==> config.mk <==
export PLATFORM = sky130hd
export DESIGN_NAME = axis_i2s_rx
export DESIGN_NICKNAME = d
export VERILOG_FILES = /design/src/rtl/i2s_pkg.sv /design/src/rtl/i2s_in_sync.sv /design/src/rtl/axis_i2s_rx.sv
export SDC_FILE = /design/constraint.sdc
export NUM_CORES = 1
export LEC_CHECK = 0
export CAP_MARGIN = 20
export CELL_PAD_IN_SITES_DETAIL_PLACEMENT = 0
export CELL_PAD_IN_SITES_GLOBAL_PLACEMENT = 1
export CORE_MARGIN = 1
export CORE_UTILIZATION = 25
export CTS_BUF_LIST = sky130_fd_sc_hd__clkbuf_16
export DETAILED_ROUTE_END_ITERATION = 10
export GPL_ROUTABILITY_DRIVEN = 0
export GPL_TIMING_DRIVEN = 0
export PLACE_DENSITY_LB_ADDON = 0.1
export SLEW_MARGIN = 20
export SYNTH_ARGS = -nofsm -noshare
export SYNTH_HDL_FRONTEND = slang
export SYNTH_SLANG_ARGS = --single-unit
==> constraint.sdc <==
create_clock -name aclk -period 2.02 [get_ports aclk]
set_input_delay 0.202 -clock aclk [delete_from_list [all_inputs] [get_ports aclk]]
set_output_delay 0.202 -clock aclk [all_outputs]
set_load 0.05 [all_outputs]
==> src/rtl/i2s_pkg.sv <==
// Shared I2S definitions: stream/channel widths, receiver FSM encoding and
// the stereo frame packing used by both the receiver and the transmitter.
package i2s_pkg;

  localparam int AXIS_DATA_W = 64;
  localparam int CH_W        = 32;

  typedef enum logic [1:0] {
    ST_SYNC  = 2'd0,
    ST_LEFT  = 2'd1,
    ST_RIGHT = 2'd2
  } state_t;

  // Left channel occupies the upper half, right channel the lower half.
  function automatic logic [AXIS_DATA_W-1:0] pack_frame(input logic [CH_W-1:0] left,
                                                        input logic [CH_W-1:0] right);
    return {left, right};
  endfunction

endpackage

==> src/rtl/i2s_in_sync.sv <==
// Brings the asynchronous I2S pins into the aclk domain. All three pins run
// through identical-depth chains so the sampled lrck/sdin line up with the
// sclk rise strobe.
module i2s_in_sync #(
  parameter int SYNC_STAGES = 2
) (
  input  logic aclk,
  input  logic resetn,
  input  logic sclk_i,
  input  logic lrck_i,
  input  logic sdin_i,
  output logic rise_o,
  output logic lrck_o,
  output logic sdin_o
);

  logic [SYNC_STAGES-1:0] sclk_q;
  logic [SYNC_STAGES-1:0] lrck_q;
  logic [SYNC_STAGES-1:0] sdin_q;
  logic                   sclk_prev_q;

  // Synchroniser chains plus one extra sclk flop for edge detection.
  always_ff @(posedge aclk) begin
    if (!resetn) begin
      sclk_q      <= '0;
      lrck_q      <= '0;
      sdin_q      <= '0;
      sclk_prev_q <= 1'b0;
    end else begin
      sclk_q      <= {sclk_q[SYNC_STAGES-2:0], sclk_i};
      lrck_q      <= {lrck_q[SYNC_STAGES-2:0], lrck_i};
      sdin_q      <= {sdin_q[SYNC_STAGES-2:0], sdin_i};
      sclk_prev_q <= sclk_q[SYNC_STAGES-1];
    end
  end

  assign rise_o = sclk_q[SYNC_STAGES-1] & ~sclk_prev_q;
  assign lrck_o = lrck_q[SYNC_STAGES-1];
  assign sdin_o = sdin_q[SYNC_STAGES-1];

endmodule

==> src/rtl/axis_i2s_rx.sv <==
// I2S slave receiver. Deserialises left/right words from oversampled pins and
// presents one stereo frame per LRCK period on an AXI4-Stream master.
//
//  state | meaning
//  SYNC  | waiting for a left slot start, data ignored
//  LEFT  | collecting left word
//  RIGHT | collecting right word, frame emitted on its last data bit
module axis_i2s_rx
  import i2s_pkg::*;
#(
  parameter int DATA_WIDTH  = 24,
  parameter int SLOT_WIDTH  = 32,
  parameter int SYNC_STAGES = 2
) (
  input  logic                   aclk,
  input  logic                   resetn,
  input  logic                   i2s_sclk,
  input  logic                   i2s_lrck,
  input  logic                   i2s_sdin,
  output logic [AXIS_DATA_W-1:0] m_axis_tdata,
  output logic                   m_axis_tvalid,
  input  logic                   m_axis_tready,
  output logic                   m_axis_tlast,
  output logic                   overflow,
  output logic                   frame_err
);

  localparam int CNT_W = $clog2(SLOT_WIDTH + 1);
  localparam logic [CNT_W-1:0] DW_CNT   = CNT_W'(DATA_WIDTH);
  localparam logic [CNT_W-1:0] LAST_CNT = CNT_W'(DATA_WIDTH - 1);
  localparam logic [CNT_W-1:0] SLOT_CNT = CNT_W'(SLOT_WIDTH);

  logic rise, lrck_s, sdin_s;

  i2s_in_sync #(.SYNC_STAGES(SYNC_STAGES)) u_sync (
    .aclk   (aclk),
    .resetn (resetn),
    .sclk_i (i2s_sclk),
    .lrck_i (i2s_lrck),
    .sdin_i (i2s_sdin),
    .rise_o (rise),
    .lrck_o (lrck_s),
    .sdin_o (sdin_s)
  );

  state_t                   state_q, state_d;
  logic                     lrck_prev_q;
  logic [CNT_W-1:0]         bit_cnt_q;
  // Holds all but the newest bit; the final bit joins combinationally in word_full.
  logic [DATA_WIDTH-2:0]    shift_q;
  logic [DATA_WIDTH-1:0]    left_hold_q;
  logic [AXIS_DATA_W-1:0]   tdata_q;
  logic                     tvalid_q;
  logic                     overflow_q;
  logic                     frame_err_q;

  logic                     slot_start;
  logic                     last_bit;
  logic [DATA_WIDTH-1:0]    word_full;
  logic                     frame_done;
  logic                     latch_left;
  logic                     short_slot;
  logic [CH_W-1:0]          left_j, right_j;

  assign slot_start = rise & (lrck_s != lrck_prev_q);
  assign last_bit   = rise & ~slot_start & (bit_cnt_q == LAST_CNT);
  assign word_full  = {shift_q, sdin_s};
  assign left_j     = CH_W'(left_hold_q) << (CH_W - DATA_WIDTH);
  assign right_j    = CH_W'(word_full) << (CH_W - DATA_WIDTH);

  // State register.
  always_ff @(posedge aclk) begin
    if (!resetn) state_q <= ST_SYNC;
    else         state_q <= state_d;
  end

  // Slot tracking: next state, left latch, frame completion, short-slot detection.
  always_comb begin
    state_d    = state_q;
    frame_done = 1'b0;
    latch_left = 1'b0;
    short_slot = 1'b0;
    case (state_q)
      ST_SYNC: begin
        if (slot_start && !lrck_s) state_d = ST_LEFT;
      end
      ST_LEFT: begin
        if (slot_start) begin
          if (bit_cnt_q < DW_CNT) begin
            short_slot = 1'b1;
            state_d    = ST_SYNC;
          end else if (lrck_s) begin
            state_d = ST_RIGHT;
          end
        end else if (last_bit) begin
          latch_left = 1'b1;
        end
      end
      ST_RIGHT: begin
        if (slot_start) begin
          if (bit_cnt_q < DW_CNT) begin
            short_slot = 1'b1;
            state_d    = ST_SYNC;
          end else if (!lrck_s) begin
            state_d = ST_LEFT;
          end
        end else if (last_bit) begin
          frame_done = 1'b1;
        end
      end
      default: state_d = ST_SYNC;
    endcase
  end

  // Bit counter and deserialiser; the delay bit at a slot start is dropped.
  always_ff @(posedge aclk) begin
    if (!resetn) begin
      lrck_prev_q <= 1'b0;
      bit_cnt_q   <= '0;
      shift_q     <= '0;
      left_hold_q <= '0;
    end else begin
      if (rise) begin
        lrck_prev_q <= lrck_s;
        if (slot_start) begin
          bit_cnt_q <= '0;
          shift_q   <= '0;
        end else if (bit_cnt_q < DW_CNT) begin
          shift_q   <= word_full[DATA_WIDTH-2:0];
          bit_cnt_q <= bit_cnt_q + 1'b1;
        end else if (bit_cnt_q < SLOT_CNT) begin
          bit_cnt_q <= bit_cnt_q + 1'b1;
        end
      end
      if (latch_left) left_hold_q <= word_full;
    end
  end

  // Output register: load when free or draining this cycle, otherwise drop and flag.
  always_ff @(posedge aclk) begin
    if (!resetn) begin
      tdata_q     <= '0;
      tvalid_q    <= 1'b0;
      overflow_q  <= 1'b0;
      frame_err_q <= 1'b0;
    end else begin
      frame_err_q <= short_slot;
      if (frame_done) begin
        if (!tvalid_q || m_axis_tready) begin
          tdata_q  <= pack_frame(left_j, right_j);
          tvalid_q <= 1'b1;
        end else begin
          overflow_q <= 1'b1;
        end
      end else if (tvalid_q && m_axis_tready) begin
        tvalid_q <= 1'b0;
      end
    end
  end

  assign m_axis_tdata  = tdata_q;
  assign m_axis_tvalid = tvalid_q;
  assign m_axis_tlast  = tvalid_q;
  assign overflow      = overflow_q;
  assign frame_err     = frame_err_q;

endmodule
# Word level (Yosys, flattened, before mapping)
# Index checks and enable logic that the tools add are counted.
[word_totals]
in_bits = 6
regBits = 114
[op_classes]
order_cmp = 2
n_eq_ne = 10
reduce_logical = 17
muxes = 21
bitwise = 7
n_addsub = 1
[ops]
columns = ["cell", "count"]
rows = [
  ["23-bit two-way mux", 2],
  ["6-bit two-way mux", 3],
  ["2-bit two-way mux", 7],
  ["2-bit AND reduction", 5],
  ["1-bit two-way mux", 8],
  ["6-bit by 1-bit adder with 6-bit output (second input constant)", 1],
  ["6-bit by 5-bit equality test with 1-bit output (second input constant)", 1],
  ["6-bit by 5-bit < comparator with 1-bit output (second input constant)", 1],
  ["6-bit < comparator (second input constant)", 1],
  ["2-bit inequality test (second input constant)", 3],
  ["2-bit one-hot mux with 3 select lines", 1],
  ["5-bit AND reduction", 1],
  ["1-bit bitwise AND", 4],
  ["2-bit nonzero test", 2],
  ["3-bit by 2-bit inequality test with 1-bit output (second input constant)", 1],
  ["3-bit inequality test (second input constant)", 1],
  ["1-bit inverter", 3],
  ["3-bit AND reduction", 1],
  ["3-bit nonzero test", 1],
  ["2-bit by 1-bit equality test with 1-bit output (second input constant)", 1],
  ["2-bit equality test (second input constant)", 1],
  ["1-bit logical AND", 2],
  ["1-bit logical NOT", 2],
  ["2-bit logical NOT", 1],
  ["4 further kinds", 4],
]

# Longest topological paths before layout
[logic_depth]
ltp_word = 11
depth_mapped = 8
depth_no_buf = 6

# Cells and area by module
# Synthesis repeated with hierarchy kept, for this count alone.
[unflattened]
hier_cells = 484
hier_area_um2 = 4630.7
[modules_own_cells]
columns = ["mod", "cells_per_inst", "seq_area_each_um2", "instances", "area_each_um2"]
rows = [
  ["axis_i2s_rx", 469, 2142.1, 1, 4440.5],
  ["i2s_in_sync", 15, 140.1, 1, 190.2],
]

# Worst setup path after synthesis
# OpenSTA, ideal clock, no wires.
[synth_timing]
path_kind = "register to register"
startpoint = "register bit_cnt_q[0]"
endpoint = "register tdata_q[26], in the netlist m_axis_tdata[26]"
period_less_slack_ns = 1.596
stages_incl_launch_ff = 9
n_path_buf = 3
t_arrival_ns = 1.524
path_slack_ns = 0.424
setup_ns = 0.072
required_ns = 1.948
path_cell_list = "dfxtp_1 -> ha_1 -> and4b_1 -> nand4_1 -> nor2b_1 -> buf_4 -> buf_12 -> buf_12 -> mux2i_1"
[synth_between]
elab_chain_cells = 6
[synth_rtl]
columns = ["element", "line_no", "rtl"]
rows = [
  ["from (decl)", "axis_i2s_rx.sv:48", "logic [CNT_W-1:0] bit_cnt_q;"],
  ["from (signal assigned)", "axis_i2s_rx.sv:130", "bit_cnt_q <= bit_cnt_q + 1'b1;"],
  ["from (signal assigned)", "axis_i2s_rx.sv:132", "bit_cnt_q <= bit_cnt_q + 1'b1;"],
  ["6-bit by 5-bit equality test with 1-bit output", "axis_i2s_rx.sv:66", "assign last_bit = rise & ~slot_start & (bit_cnt_q == LAST_CNT);"],
  ["1-bit bitwise AND", "axis_i2s_rx.sv:66", ""],
  ["1-bit two-way mux", "axis_i2s_rx.sv:107", "end else if (last_bit) begin"],
  ["1-bit two-way mux", "axis_i2s_rx.sv:100", "if (slot_start) begin"],
  ["1-bit two-way mux", "axis_i2s_rx.sv:83", "case (state_q)"],
  ["2-bit AND reduction (no line)", "n/a", ""],
  ["to (signal assigned)", "axis_i2s_rx.sv:150", "tdata_q <= pack_frame(left_j, right_j);"],
  ["to (decl)", "axis_i2s_rx.sv:52", "logic [AXIS_DATA_W-1:0] tdata_q;"],
]
# Every way passes these cells.
# A chain may end at the register's enable or synchronous reset.

# Final worst setup path
[layout_timing]
startpoint = "register bit_cnt_q[0]"
endpoint = "register tdata_q[28], in the netlist m_axis_tdata[28]"
# Same word-level chain as after synthesis.

==> summary.txt <==
Core ar. -> 18000 um2
Die Wd -> 138 um
Slew HR -> 65.0%
Final critical-path required period -> 1.88 ns
Residual DRC -> 0
Post-route clock period utilization -> 93.3%
Die H -> 138 um
Cell mode on critical path -> buf_12
Final hold vios -> 0
Area leader, netlist -> dfxtp_1
Hold Path Class -> input port to register
Fin util -> 34.0%
Top post-synthesis cells by area -> dfxtp_1, mux2i_1, nand2_1
Post-synthesis sequential area ratio -> 49.4%
Synth Area per Inst -> 9.31 um2
Req. time, crit path -> 2.35 ns
Fin worst setup slack -> 0.136 ns
CTS tree -> yes
Grt total ovfl -> 0
Synth Register Bits -> 114
Final ANT Viol Nets -> 0
FP Rows -> 49
Later-pin clock latency in the skew report -> 0.42 ns
Layout Nets -> 599
Worst Tran Pin Value -> 0.525 ns
Number of antenna violations at the first check in global routing -> 0
CP Launch Type -> register
Port Buffers -> 57
First-pass GRT wire length -> 17800 um
Top FF cell, synth -> dfxtp_1
DR WL/cell -> 13.5 um
Worst-path clk slew -> 0.05 ns
Total CTS buffers -> 17
Critical path type -> register to register
Slowest cell on the critical path -> dfxtp_1
Filler instances -> 1894
Post-synthesis cell area -> 4620 um2
P_leak -> 2.28 nW
Post-place setup slack -> -0.537 ns
Hold slack -> 0.370 ns
Via density -> 4.13
Root buffer cell -> clkbuf_16
Maxcap violations -> 0
CTS Hold Bufs -> 0
Full die area -> 19000 um2
Worst vdd ir -> 552 uV
Slowest stage delay, CP -> 0.37 ns
CP max FO -> 10
Distinct cell type count after synthesis -> 38
Status -> finished, final reports clean
Vias in the first global route -> 3309
Largest net degree at the start of global routing -> 17
Number of cells produced by synthesis -> 496
# diodes -> 0
Most common cell after layout, fill and taps aside -> nand2_1
Max Freq -> 0.531 GHz
Critical Path AT -> 2.22 ns
Clock Path Buffers -> 2
Syn. warnings -> 0
Detailed Routing Iterations Pass 1 -> 6
Crit end category -> register
Post-Route WL -> 11200 um
EDFF count, synth -> 0
Layout cells sized above 1 -> 11.0%
All-layer global routing usage -> 12.8%
Via count -> 3424
IO Pins -> 74
Layout area overhead -> 32.6%
Slew Limit Fails -> 0
Cell area power density -> 885 nW/um2
Crit path cell chain -> ha_2 > and4b_1 > nand4_1 > nor2b_1 > buf_4 > buf_12 > buf_12 > mux2i_1
Iter 0 DRT Violations -> 114
Buf/Inv on CP -> 3
CTS Sinks -> 114
Ys async rst share -> 0%
Proportion of netlist area held by the largest area contributor -> 49.4%
Endpoints failing setup -> 0
Skew final -> 0.0174 ns
Top delay family on crit path -> simple AND/OR/NAND/NOR gates
Detailed Place HPWL -> 7950 um
Initial Utilization -> 25.6%
Most frequent cells in the layout -> nand2_1, dfxtp_1, mux2i_1
H-tree levels -> 4
[worst register-to-register path, delay by kind of cell (launching register included)]
| kind | cells | cell delay (ns) |
|---|---|---|
| buffers and inverters | 3 | 0.47 |
| flip-flops | 1 | 0.37 |
| AND/OR/NAND/NOR | 3 | 0.59 |
| multiplexers | 1 | 0.18 |
| adder cells (fa/ha/maj) | 1 | 0.21 |
[synth_stat cells, types with 4 or more instances]
cell,count
nand2_1,151
dfxtp_1,114
mux2i_1,72
nor2b_1,27
a21oi_1,25
buf_4,22
clkbuf_1,17
and2_1,7
nor2_1,6
ha_1,5
inv_1,4
nand3_1,4
[power breakdown]
part           internal (mW)  switching, mW
registers               2.26        0.00602
logic                 0.0588          0.155
clock network           1.90           1.03
[metal layers]
metal | part of all wire, % | GRT usage (%)
met5 | 0 | 0
met4 | 0.89 | 5.80
met3 | 3.4 | 3.80
met2 | 46 | 19.5
met1 | 50 | 16.5
[path summary, 6_finish.rpt]
kind / cells past startpoint / end / slack [ns] / from
max: 8 / m_axis_tdata[28]$_SDFFE_PN0P_ / 0.14 / bit_cnt_q[0]$_SDFFE_PN0P_
min: 2 / u_sync.lrck_q[0]$_SDFF_PN0_ / 0.37 / i2s_lrck
max reg2reg: 8 / m_axis_tdata[28]$_SDFFE_PN0P_ / 0.14 / bit_cnt_q[0]$_SDFFE_PN0P_
min reg2reg: 1 / u_sync.lrck_q[1]$_SDFF_PN0_ / 0.43 / u_sync.lrck_q[0]$_SDFF_PN0_
[through the flow]
step           TNS [ns]  total power, mW  std cells  area (um2)
2_1_floorplan         0             2.48        511        4670
3_3_place_gp     -12.06             2.53        797        5530
3_5_place_dp     -16.15             2.53        797        5530
4_1_cts               0             5.50        829        6110
5_1_grt         -0.0469             5.63        830        6120
6_report              0             5.42        830        6120
[area by class of cell]
type / instances / area (um2) / share of cell area [%]
Sequential cell: 114 / 2280 / 37.3
Multi-Input combinational cell: 346 / 2060 / 33.7
Timing Repair Buffer: 58 / 578 / 9.44
Clock buffer: 17 / 425 / 6.95
Buffer: 47 / 322 / 5.25
Tap cell: 229 / 287 / 4.68
Clock inverter: 15 / 150 / 2.45
Inverter: 4 / 15.0 / 0.245
[state kept, by name (all words and copies together) (netlist names)]
signal and count:
m_axis_tdata 48, left_hold_q 24, shift_q 23, bit_cnt_q 6
state_q 2, u_sync.lrck_q 2, u_sync.sclk_q 2, u_sync.sdin_q 2
frame_err 1, lrck_prev_q 1, m_axis_tlast 1, overflow 1
u_sync.sclk_prev_q 1
[kinds of logic (layout without fill, tap and decap cells)]
kind of cell               count (synthesis)  count (layout)  synth area share, %
adders and majority gates                  5               5                 1.35
xor gates and xnor gates                   5               5                 1.11
muxes                                     72              72                 15.6
AOI/OAI and AO/OA                         38              38                 4.71
and+or+nand+nor                          210             210                 20.5
DFF                                      114             114                 49.4
buffers and inverters                     51             141                 7.23
other                                      1              16               0.0812
[timing repair]
item	4_1_cts	5_1_grt
gates resized for setup	1	4
pin swaps	0	1
endpoints found under the hold margin	0	0
buffers inserted	0	1
setup endpoints to repair	10	45
(Power assumes the default switching activity.)
